===== src/rtl/alu_seq_ctrl.sv =====
// alu_seq_ctrl: multi-cycle sequencer for unsigned MUL / DIVU / REMU.
// A single WIDTH+1-bit adder is steered with invB/Cin controls:
// shift-add for multiply, restoring shift-subtract for divide.
// busy/stall are high while an operation iterates, and done pulses for
// one cycle with result/err. result/err hold until the next accepted start.
module alu_seq_ctrl #(
    parameter int unsigned WIDTH = 16
) (
    input  logic             clk,
    input  logic             rst,
    input  logic             start,
    input  logic [1:0]       op,
    input  logic [WIDTH-1:0] a,
    input  logic [WIDTH-1:0] b,
    output logic [WIDTH-1:0] result,
    output logic             busy,
    output logic             stall,
    output logic             done,
    output logic             err
);

    localparam int unsigned CW = (WIDTH > 1) ? $clog2(WIDTH) : 1;

    typedef enum logic [1:0] {S_IDLE, S_RUN, S_DONE} state_t;
    typedef enum logic [1:0] {OP_MUL, OP_DIVU, OP_REMU, OP_RSVD} op_t;

    state_t           state_q, state_d;
    op_t              op_q, op_d;
    logic [WIDTH-1:0] opa_q, opa_d;     // multiplicand / dividend
    logic [WIDTH-1:0] opb_q, opb_d;     // multiplier / divisor
    logic [WIDTH-1:0] acc_q, acc_d;     // product accumulator / remainder
    logic [WIDTH-1:0] quo_q, quo_d;     // quotient
    logic [CW-1:0]    cnt_q, cnt_d;
    logic [WIDTH-1:0] result_q, result_d;
    logic             busy_q, busy_d;
    logic             done_q, done_d;
    logic             err_q, err_d;

    logic             is_mul;
    logic             add_invb;
    logic             add_cin;
    logic [WIDTH-1:0] rem_shift;
    logic [WIDTH-1:0] add_x;
    logic [WIDTH-1:0] add_y;
    logic [WIDTH:0]   sum;
    logic             carry;

    // Shared adder: X + (invB ? ~Y : Y) + Cin with carry-out (invA fixed at 0)
    always_comb begin
        is_mul    = (op_q == OP_MUL);
        add_invb  = ~is_mul;
        add_cin   = ~is_mul;
        rem_shift = {acc_q[WIDTH-2:0], opa_q[WIDTH-1]};
        add_x     = is_mul ? acc_q : rem_shift;
        add_y     = is_mul ? opa_q : opb_q;
        sum       = {1'b0, add_x}
                  + {1'b0, (add_invb ? ~add_y : add_y)}
                  + {{WIDTH{1'b0}}, add_cin};
        carry     = sum[WIDTH];
    end

    // Next-state and datapath control for IDLE / RUN / DONE
    always_comb begin
        state_d  = state_q;
        op_d     = op_q;
        opa_d    = opa_q;
        opb_d    = opb_q;
        acc_d    = acc_q;
        quo_d    = quo_q;
        cnt_d    = cnt_q;
        result_d = result_q;
        err_d    = err_q;

        case (state_q)
            S_IDLE, S_DONE: begin
                if (start) begin
                    op_d  = op_t'(op);
                    opa_d = a;
                    opb_d = b;
                    acc_d = '0;
                    quo_d = '0;
                    cnt_d = '0;
                    err_d = 1'b0;
                    if (op_t'(op) == OP_RSVD) begin
                        state_d  = S_DONE;
                        err_d    = 1'b1;
                        result_d = '0;
                    end else if (op_t'(op) != OP_MUL && b == '0) begin
                        state_d  = S_DONE;
                        err_d    = 1'b1;
                        result_d = (op_t'(op) == OP_DIVU) ? '1 : a;
                    end else begin
                        state_d = S_RUN;
                    end
                end else if (state_q == S_DONE) begin
                    state_d = S_IDLE;
                end
            end
            S_RUN: begin
                if (is_mul) begin
                    if (opb_q[0]) acc_d = sum[WIDTH-1:0];
                    opa_d = opa_q << 1;
                    opb_d = opb_q >> 1;
                end else begin
                    if (carry) begin
                        acc_d = sum[WIDTH-1:0];
                        quo_d = {quo_q[WIDTH-2:0], 1'b1};
                    end else begin
                        acc_d = rem_shift;
                        quo_d = {quo_q[WIDTH-2:0], 1'b0};
                    end
                    opa_d = opa_q << 1;
                end
                cnt_d = cnt_q + CW'(1);
                if (cnt_q == CW'(WIDTH - 1)) begin
                    state_d  = S_DONE;
                    cnt_d    = '0;
                    result_d = (op_q == OP_DIVU) ? quo_d : acc_d;
                end
            end
            default: state_d = S_IDLE;
        endcase

        busy_d = (state_d == S_RUN);
        done_d = (state_d == S_DONE);
    end

    // State and output registers, synchronous active-high reset
    always_ff @(posedge clk) begin
        if (rst) begin
            state_q  <= S_IDLE;
            op_q     <= OP_MUL;
            opa_q    <= '0;
            opb_q    <= '0;
            acc_q    <= '0;
            quo_q    <= '0;
            cnt_q    <= '0;
            result_q <= '0;
            busy_q   <= 1'b0;
            done_q   <= 1'b0;
            err_q    <= 1'b0;
        end else begin
            state_q  <= state_d;
            op_q     <= op_d;
            opa_q    <= opa_d;
            opb_q    <= opb_d;
            acc_q    <= acc_d;
            quo_q    <= quo_d;
            cnt_q    <= cnt_d;
            result_q <= result_d;
            busy_q   <= busy_d;
            done_q   <= done_d;
            err_q    <= err_d;
        end
    end

    assign result = result_q;
    assign busy   = busy_q;
    assign stall  = busy_q;
    assign done   = done_q;
    assign err    = err_q;

endmodule


===== config.mk =====
export PLATFORM = sky130hd
export DESIGN_NAME = alu_seq_ctrl
export DESIGN_NICKNAME = d
export VERILOG_FILES = /design/src/rtl/alu_seq_ctrl.sv
export SDC_FILE = /design/constraint.sdc
export NUM_CORES = 1
export LEC_CHECK = 0
export ABC_AREA = 1
export BUFFER_PORTS_ARGS = -buffer_cell sky130_fd_sc_hd__clkbuf_2
export CORE_ASPECT_RATIO = 0.9
export CORE_UTILIZATION = 60
export CTS_CLUSTER_DIAMETER = 50
export DETAILED_ROUTE_END_ITERATION = 6
export GPL_ROUTABILITY_DRIVEN = 0
export PLACE_DENSITY_LB_ADDON = 0.3
export SYNTH_ARGS = -nofsm -noshare
export SYNTH_HDL_FRONTEND = slang
export SYNTH_SLANG_ARGS = --single-unit

===== constraint.sdc =====
create_clock -name clk -period 9.2 [get_ports clk]
set_input_delay 0.92 -clock clk [delete_from_list [all_inputs] [get_ports clk]]
set_output_delay 0.92 -clock clk [all_outputs]
set_load 0.02 [all_outputs]

Word level (Yosys, flattened, before mapping)
Index checks and enable logic that the tools add are counted.
- register bits: 91
- output and inout port bits: 20
- logic and storage cells: 73
- add/subtract/negate cells: 3
- equal/unequal tests: 12
- multiplexer cells: 34
- bitwise gates (word level): 2
- reductions and logical operators: 11
- operators with widths (kind ; count):
    16-bit two-way mux ; 17
    16-bit one-hot mux with 2 select lines ; 5
    16-bit by 16-bit adder with 17-bit output ; 1
    17-bit by 1-bit adder with 17-bit output ; 1
    16-bit zero test ; 1
    16-bit NOT ; 1
    2-bit two-way mux ; 5
    2-bit by 1-bit == test with 1-bit output (second input constant) ; 4
    4-bit two-way mux ; 2
    4-bit one-hot mux with 2 select lines ; 1
    2-bit == test (second input constant) ; 3
    2-bit != test (second input constant) ; 3
    4-bit by 1-bit adder with 4-bit output (second input constant) ; 1
    4-bit == test (second input constant) ; 1
    2-bit zero test ; 2
    2-bit one-hot mux with 2 select lines ; 1
    2-bit AND reduction ; 2
    4-bit AND reduction ; 1
    2-bit nonzero test ; 2
    1-bit two-way mux ; 3
    3-bit != test (second input constant) ; 1
    3-bit AND reduction ; 1
    2-bit OR reduction ; 1
    1-bit logical AND ; 1
    1-bit NOT ; 1

Logic depth before layout (Yosys ltp)
Gate-level depths: netlist of the first run.
- word-level depth: 11
- depth in mapped cells: 21

Worst setup path after synthesis of the first run
OpenSTA, ideal clock, no wires.
- path type: reg2reg
- from: reg op_q[1]
- to: reg result_q[3] (netlist: result[3])
- library setup time: 0.120 ns
- arrival: 2.754 ns
- data required time: 9.080 ns
- path slack: 6.326 ns
- cell stages (with the launch flop): 20
- clock period less this slack: 2.874 ns
- cells stage by stage: dfxtp_1 > nor2_2 > buf_6 > clkbuf_1 > buf_1 > nand2_1 > o21ai_0 > ha_1 > a21oi_2 > a21boi_2 > nor2_1 > nor3_2 > nand2_4 > nand2_4 > buf_12 > nand2_2 > nand2_1 > nand2_1 > o21bai_1 > a21oi_1
- longest elaborated chain between the ends: 11
- elaborated cells between the ends (all ways): 16
- classes of those cells: add/sub (2); eq/ne (1); mux (10); bitwise (2); reduce/logical (1)
- RTL lines (what ; line ; source):
    from (decl) ; 28 ; op_t op_q, op_d;
    from (signal assigned) ; 144 ; op_q <= op_d;
    2-bit zero test ; 50 ; is_mul = (op_q == OP_MUL);
    16-bit two-way mux ; 55 ; add_y = is_mul ? opa_q : opb_q;
    16-bit NOT ; 57 ; + {1'b0, (add_invb ? ~add_y : add_y)}
    16-bit two-way mux ; 57 ;
    16-bit by 16-bit adder with 17-bit output ; 57 ;
    17-bit by 1-bit adder with 17-bit output ; 58 ; + {{WIDTH{1'b0}}, add_cin};
    16-bit two-way mux (on tied branches) ; 105, 101 ;
    16-bit two-way mux ; 100 ; if (is_mul) begin
    16-bit two-way mux (*) ; 118 ; result_d = (op_q == OP_DIVU) ? quo_d : acc_d;
    16-bit two-way mux (*) ; 115 ; if (cnt_q == CW'(WIDTH - 1)) begin
    16-bit one-hot mux with 2 select lines (*) ; 74 ; case (state_q)
    to (signal assigned) ; 150 ; result_q <= result_d;
    to (decl) ; 34 ; logic [WIDTH-1:0] result_q, result_d;
Every way passes the cells marked *; elsewhere a longest branch is shown, timed or not. The select of a mux whose other input is x is not followed.
A chain may end at the register's enable or synchronous reset.

Worst setup path in the final report of the first run
- from: reg op_q[1]
- to: reg result_q[12] (netlist: result[12])
The elaborated chain is that of the path after synthesis.

==> results of run 1 <==
cells in the final DEF (no fill, tap or decap), types with 3 or more instances in the layout:
cell,n
sky130_fd_sc_hd__inv_1,63
sky130_fd_sc_hd__a31oi_1,17
sky130_fd_sc_hd__nand3_2,6
sky130_fd_sc_hd__o21ai_1,3
sky130_fd_sc_hd__nand2_4,8
sky130_fd_sc_hd__xor2_1,5
sky130_fd_sc_hd__nand2_2,21
sky130_fd_sc_hd__nor2_1,72
sky130_fd_sc_hd__o21bai_1,4
sky130_fd_sc_hd__o211ai_2,4
sky130_fd_sc_hd__nor4_1,5
sky130_fd_sc_hd__a21oi_1,76
sky130_fd_sc_hd__inv_2,3
sky130_fd_sc_hd__dfxtp_1,90
sky130_fd_sc_hd__nor3_1,3
sky130_fd_sc_hd__clkbuf_8,9
sky130_fd_sc_hd__a21oi_2,13
sky130_fd_sc_hd__o21ai_2,7
sky130_fd_sc_hd__xnor2_1,5
sky130_fd_sc_hd__o21ai_0,108
sky130_fd_sc_hd__clkbuf_2,56
sky130_fd_sc_hd__ha_1,16
sky130_fd_sc_hd__o211ai_1,7
sky130_fd_sc_hd__nand2_1,234
sky130_fd_sc_hd__nand3_1,49
flip-flops by register name (all words and copies together) (netlist names):
signal / count
busy: 1
result: 16
done: 1
state_q: 2
op_q: 2
err: 1
opa_q: 16
quo_q: 15
acc_q: 16
opb_q: 16
cnt_q: 4
worst paths after layout:
kind / startpoint / end / cells after the start
max reg2reg: op_q[1]$_SDFFE_PP0P_ / result[12]$_SDFFE_PP0P_ / 17
min: quo_q[14]$_SDFFE_PP0P_ / quo_q[14]$_SDFFE_PP0P_ / 2
min reg2reg: quo_q[14]$_SDFFE_PP0P_ / quo_q[14]$_SDFFE_PP0P_ / 2
max: op_q[1]$_SDFFE_PP0P_ / result[12]$_SDFFE_PP0P_ / 17
metal layers:
metal | up-vias | wire, um
met5 | - | 0
met2 | 295 | 7720
met1 | 2839 | 7020
met4 | 0 | 607
li1 | 2974 | -
met3 | 51 | 1500
metrics by stage:
| stage | instances | setup WS (ns) | utilization, % | hold slack (ns) | cell area [sq um] |
|---|---|---|---|---|---|
| floorplan | 894 | 6.33 | - | 0.438 | 5860 |
| global placement | 1017 | 5.89 | 65.1 | 0.451 | 6050 |
| detailed placement | 1017 | 5.70 | 65.1 | 0.468 | 6050 |
| CTS | 1032 | 5.67 | 67.3 | 0.480 | 6250 |
| global route | 1032 | 5.36 | 67.3 | 0.502 | 6250 |
| finish | 1032 | 5.57 | 67.3 | 0.476 | 6250 |
Yosys cell counts (2+ instances only):
cell,count,area share [%]
sky130_fd_sc_hd__a21oi_1,76,6.5
sky130_fd_sc_hd__a21oi_2,13,1.9
sky130_fd_sc_hd__a221oi_1,2,0.30
sky130_fd_sc_hd__a31oi_1,17,1.8
sky130_fd_sc_hd__buf_1,7,0.45
sky130_fd_sc_hd__buf_2,8,0.68
sky130_fd_sc_hd__buf_4,2,0.26
sky130_fd_sc_hd__buf_6,3,0.58
sky130_fd_sc_hd__clkbuf_1,35,2.2
sky130_fd_sc_hd__dfxtp_1,90,31
sky130_fd_sc_hd__ha_1,16,3.4
sky130_fd_sc_hd__inv_1,63,4.0
sky130_fd_sc_hd__inv_2,3,0.19
sky130_fd_sc_hd__nand2_1,234,15
sky130_fd_sc_hd__nand2_2,21,2.2
sky130_fd_sc_hd__nand2_4,8,1.5
sky130_fd_sc_hd__nand3_1,49,4.2
sky130_fd_sc_hd__nand3_2,6,1.0
sky130_fd_sc_hd__nor2_1,73,4.7
sky130_fd_sc_hd__nor3_1,3,0.26
sky130_fd_sc_hd__nor3_2,2,0.34
sky130_fd_sc_hd__nor4_1,5,0.53
sky130_fd_sc_hd__o211ai_1,7,0.90
sky130_fd_sc_hd__o211ai_2,4,0.85
sky130_fd_sc_hd__o21ai_0,108,9.2
sky130_fd_sc_hd__o21ai_1,3,0.26
sky130_fd_sc_hd__o21ai_2,7,1.0
sky130_fd_sc_hd__o21ai_4,2,0.56
sky130_fd_sc_hd__o21bai_1,4,0.51
sky130_fd_sc_hd__or2_2,2,0.21
sky130_fd_sc_hd__xnor2_1,5,0.75
sky130_fd_sc_hd__xor2_1,5,0.75
power groups by stage:
stage / Combinational [mW] / Sequential, mW / Clock [mW]
2_1_floorplan: 0.214 / 0.440 / 0
3_3_place_gp: 0.274 / 0.446 / 0
3_5_place_dp: 0.282 / 0.447 / 0
4_1_cts: 0.283 / 0.438 / 0.293
5_1_grt: 0.319 / 0.442 / 0.311
6_report: 0.290 / 0.440 / 0.292
logic make-up after synthesis:
kind of cell,count (synthesis),share of synthesized area (%)
AO/OA/AOI/OAI,249,24.9
XOR/XNOR,10,1.49
adder cells (fa/ha/maj),17,3.76
buffers and inverters,123,8.90
flip-flops,90,30.7
AND/OR/NAND/NOR,405,30.2
area by class of cell:
type,count,area (sq um),share of cell area [%]
multi-input cells,681,3550,56.8
flip-flops and latches,90,1800,28.8
repair buffers,58,295,4.72
inverters,66,248,3.96
well taps,122,153,2.44
clock buffers,10,128,2.04
clock inverters,5,80.1,1.28
worst max-delay path: stages (launching register included):
cell and delay [ns]:
sky130_fd_sc_hd__dfxtp_1 0.36, sky130_fd_sc_hd__nor2_4 0.11, sky130_fd_sc_hd__buf_4 0.57, sky130_fd_sc_hd__nand2_1 0.23
sky130_fd_sc_hd__o21ai_0 0.19, sky130_fd_sc_hd__ha_1 0.34, sky130_fd_sc_hd__a21oi_1 0.23, sky130_fd_sc_hd__nor2_1 0.06
sky130_fd_sc_hd__nor2_1 0.09, sky130_fd_sc_hd__nor2_1 0.06, sky130_fd_sc_hd__nor3_2 0.26, sky130_fd_sc_hd__nand2_4 0.24
sky130_fd_sc_hd__nand2_4 0.25, sky130_fd_sc_hd__o21ai_2 0.09, sky130_fd_sc_hd__nand2_2 0.09, sky130_fd_sc_hd__nand3_1 0.09
sky130_fd_sc_hd__nand2_1 0.17, sky130_fd_sc_hd__a21oi_2 0.07
==> results.ini, run 1 <==
[status]
outcome = finished, final reports clean

[worst_setup_path]
timing.critical_path.arrival_ns = 3.88
crit_fanout = 74
critPathLaunchType = flip-flop
worst_ep_required_time_ns = 9.45
critPathCaptureType = flip-flop
worst-setup-path-type = flip-flop to flip-flop
r2r_setup_slack_ns = 5.57

[placement]
placement.io_buffers = 56
post-dp-hpwl_um = 12200

[grt]
use_met2_pct = 54.2
antenna_found_initial = 0
met1_usage_pct = 43.8
grt.total_usage_pct = 33.5
overflow = 0
gr-max-usage-layer = met2
grt_pass1_wl_um = 26500
grt_pass1_vias = 5387
pin_count_of_the_biggest_net_entering_global_routing = 85
met3_demand_to_capacity_share_in_global_routing_pct = 5.89

[logic_synthesis]
mappedNetlistNets = 948
avgSynthCellArea_sq_um = 6.56
syn_inst_count = 894
ys_async_sr_fraction_pct = 0
yosysUniqueCellTypes = 43
total_number_of_yosys_warnings = 0
post_synthesis_cell_area_sq_um = 5860
seq_cells_post_synth = 90
synth-seq-area-share_pct = 30.7
synth_enable_flop_cells = 0
synthFlopType = sky130_fd_sc_hd__dfxtp_1

[clocking]
clock_path_buffers = 2
post_cts_resized = 0
tritoncts_num_sinks = 90
clock_root_cell = sky130_fd_sc_hd__clkbuf_8
tritoncts = yes
cts.repair_timing.setup_buffer_count = 0
cts_made_buffers = 9
htree_num_levels = 3
clock_latency_ns = 0.37
cts_hold_repair.buffers = 0
clk_transition_reported_paths_ns = 0.08

[power_and_ir_drop]
comb_power_share_pct = 28.4
pwr-share-clk_pct = 28.6
internal_pwr_total_uw = 651
power.total_mw = 1.02
seqPwrFrac_pct = 43.0
power.switching_fraction_pct = 36.3
vdd_ir_drop_max_v = 0.000105
power.net_switching_uw = 371
power_density_nw_per_um2 = 163
leakagePower_nw = 2.71

[sta]
rsz_0062_raised_after_global_routing = false
worst-slew-pin-transition_ns = 1.21
slew_violations = 0
slew_headroom_pct = 19.5
final_critical_path_required_period_ns = 3.63
final_hold_vios = 0
totalNegativeSetupSlack_ns = 0
final-setup-viol-count = 0
fin_skew_ns = 0.0110
timing.final.crit_share_pct = 39.4
timing.fmax_ghz = 0.276

[routing]
drcViolationCount = 0
detailedRoute.firstPassIterationCount = 6
routed_wl_um = 16800
wire_per_inst_um = 16.3
route.antenna.remaining_nets = 0
drt-initial-drc-count = 703
vias = 6159
post_drt_via_cell_ratio = 5.97

[min_path]
worst_hold_path_type = flip-flop to flip-flop

[floorplan]
initial_cell_density_of_the_core_pct = 63.1
pin_count = 57
design.core.area_sq_um = 9290
die_w_um = 106
placement_rows = 33
die-height_um = 95.8
floorplan.die_area_sq_um = 10200

[final_layout]
antennaDiodeCount = 0
finish.net_count = 960
final.fill_count = 835
post_route_cells_drive_above_1_share_pct = 15.8
synthToLayoutAreaGrowth_pct = 6.73

[flow_run]
number_of_maximum_capacitance_violations = 0

Power figures use the tool's default switching activity.
==> run 2, diff against run 1 <==
CORE_UTILIZATION = 54   (was 60)
clock period = 3.3 ns   (was 9.2 ns; I/O delays follow)
==> run 2 against run 1 <==
Against the previous run:
- the run now ends with DRC left
- routed wire length increased by 3.1%
- global-route usage decreased by 2.7 points
- cell area grew 3.9%
- setup slack worse by 5.4 ns
- count of clock-buffer cells in the layout grew 1
- clock skew is 0.0027 ns lower
- register-to-register slack worse by 5.4 ns
- core utilization decreased by 4.7 points
- critical path depth down 2
- critical path type unchanged
- critical endpoint is now result[10]$_SDFFE_PP0P_
==> results.ini, run 2 (synthesized netlist as in run 1, its figures left out) <==
[min_path]
worst_hold_startpoint = b[12]
worst_hold_path_type = primary input to flip-flop
worst_hold_path.num_cells = 3
min_to = opb_q[12]$_SDFFE_PP0P_

[placement]
postPlaceCellArea_sq_um = 6160
placement.io_buffers = 56
post-place-ws_ns = 0.0699
post-dp-hpwl_um = 12400
dp.cells = 1036

[power_and_ir_drop]
power.switching_fraction_pct = 35.0
seqPwrFrac_pct = 38.6
power.total_mw = 3.16
power_density_nw_per_um2 = 485
pwr-share-clk_pct = 34.3
power.net_switching_mw = 1.11
comb_power_share_pct = 27.1
leakagePower_nw = 2.83
internal_pwr_total_mw = 2.05
vdd_ir_drop_max_v = 0.000326

[worst_setup_path]
r2r-end = result[10]$_SDFFE_PP0P_
worst_ep_required_time_ns = 3.54
r2r.worst_path.cells = 15
timing.critical_path.arrival_ns = 3.33
crit_fanout = 16
worst-setup-path-type = flip-flop to flip-flop
worst_reg2reg_path_startpoint = op_q[1]$_SDFFE_PP0P_
r2r_setup_slack_ns = 0.21
critPathLaunchType = flip-flop
critPathCaptureType = flip-flop

[sta]
rsz_0062_raised_after_global_routing = false
final_critical_path_required_period_ns = 3.09
worst-slew-pin-transition_ns = 0.925
slew_headroom_pct = 38.2
final-setup-viol-count = 0
tightest_hold_margin_ns = 0.241
slew_violations = 0
fin_skew_ns = 0.00838
timing.final.crit_share_pct = 93.8
final.setup.worst_slack_ns = 0.205
final_hold_vios = 0
totalNegativeSetupSlack_ns = 0
timing.fmax_ghz = 0.323

[clocking]
clock_root_cell = sky130_fd_sc_hd__clkbuf_16
tritoncts = yes
clock_path_buffers = 2
clk_transition_reported_paths_ns = 0.07
cts_hold_repair.buffers = 0
tritoncts_num_sinks = 90
htree_num_levels = 3
cts_made_buffers = 9
clock_latency_ns = 0.35

[grt]
pin_count_of_the_biggest_net_entering_global_routing = 62
overflow = 0
antenna_found_initial = 0
grt_pass1_vias = 5407
grt_pass1_wl_um = 27200
grt.total_usage_pct = 30.8

[routing]
vias = 6193
drt-met1-wl_um = 7640
routed_wl_um = 17400
wire_per_inst_um = 16.4
drt-initial-drc-count = 702
dr.max_layer_used = met4
detailedRoute.firstPassIterationCount = 7
drcViolationCount = 4
route.antenna.remaining_nets = 0
post_drt_via_cell_ratio = 5.86
met3RoutedLength_um = 1230
met2_length_um = 8020

[floorplan]
design.core.area_sq_um = 10400
die_w_um = 112
pin_count = 57
placement_rows = 35
initial_cell_density_of_the_core_pct = 56.5
floorplan.die_area_sq_um = 11300
die-height_um = 101

[final_layout]
post_layout_nonfiller_instances = 1056
layout.cells.most_common = sky130_fd_sc_hd__nand2_1
finish.utilization_pct = 62.6
layout.cells.most_common_list = 234 x sky130_fd_sc_hd__nand2_1, 108 x sky130_fd_sc_hd__o21ai_0, 90 x sky130_fd_sc_hd__dfxtp_1, 76 x sky130_fd_sc_hd__a21oi_1, 72 x sky130_fd_sc_hd__nor2_1
antennaDiodeCount = 0
synthToLayoutAreaGrowth_pct = 10.9
final.fill_count = 967
finish.net_count = 976
design_area_sq_um = 6500
post_route_cells_drive_above_1_share_pct = 17.5

[status]
violations = DRC
outcome = finished, violations left

[flow_run]
number_of_maximum_capacitance_violations = 0

[run 2: cell count changes in the layout (fill, tap and decap cells not counted), sizes merged]
cell,change
clkinv,-1
bufinv,-1
inv,+1
clkinvlp,+1
buf,+15
nor2,+1
clkbuf,+1
[run 2: layout make-up]
cell class | instances | area [sq um] | share of cell area, %
Clock buffer | 11 | 253 | 3.89
Clock inverter | 5 | 61.3 | 0.943
Inverter | 66 | 248 | 3.81
Multi-Input combinational cell | 682 | 3560 | 54.7
Sequential cell | 90 | 1800 | 27.7
Tap cell | 129 | 161 | 2.48
Timing Repair Buffer | 73 | 420 | 6.47
[run 2: power by group through the flow]
stage / Clock (mW) / Combinational, mW / Sequential (mW)
2_1_floorplan: 0 / 0.597 / 1.23
3_5_place_dp: 0 / 0.823 / 1.24
6_report: 1.08 / 0.854 / 1.22
3_3_place_gp: 0 / 0.817 / 1.24
4_1_cts: 1.08 / 0.829 / 1.21
5_1_grt: 1.13 / 0.936 / 1.22
[run 2: metal layers]
metal	vias to the layer above	track usage, %
li1	3023	-
met2	276	50.4
met1	2852	41.2
met5	-	0
met3	42	4.99
met4	0	10.8
[run 2: what timing repair did]
action / CTS / global route
resized for setup: 0 / 0
buffers inserted: 0 / 3
endpoints found under the setup margin: 0 / 32
[run 2: worst max-delay path: stages, from the launching register on]
cell,delay [ns]
sky130_fd_sc_hd__dfxtp_1,0.46
sky130_fd_sc_hd__nor2_4,0.11
sky130_fd_sc_hd__buf_4,0.15
sky130_fd_sc_hd__o21ai_0,0.40
sky130_fd_sc_hd__ha_1,0.39
sky130_fd_sc_hd__nand2_1,0.11
sky130_fd_sc_hd__inv_1,0.07
sky130_fd_sc_hd__a21boi_2,0.19
sky130_fd_sc_hd__nor2_1,0.07
sky130_fd_sc_hd__nor3_2,0.18
sky130_fd_sc_hd__nand2_4,0.14
sky130_fd_sc_hd__buf_4,0.23
sky130_fd_sc_hd__o211ai_2,0.16
sky130_fd_sc_hd__nand3_1,0.11
sky130_fd_sc_hd__nand2_1,0.13
sky130_fd_sc_hd__a21oi_1,0.07
[run 2: worst max-delay path by stage]
stage                                          to            startpoint  cells after the start
after detailed placement   result[9]$_SDFFE_PP0P_  op_q[1]$_SDFFE_PP0P_                     17
after global routing      result[10]$_SDFFE_PP0P_  op_q[1]$_SDFFE_PP0P_                     15
after CTS                  result[9]$_SDFFE_PP0P_  op_q[1]$_SDFFE_PP0P_                     17
after global placement     result[3]$_SDFFE_PP0P_  op_q[1]$_SDFFE_PP0P_                     17
final                     result[10]$_SDFFE_PP0P_  op_q[1]$_SDFFE_PP0P_                     15
after floorplan            result[3]$_SDFFE_PP0P_  op_q[1]$_SDFFE_PP0P_                     19
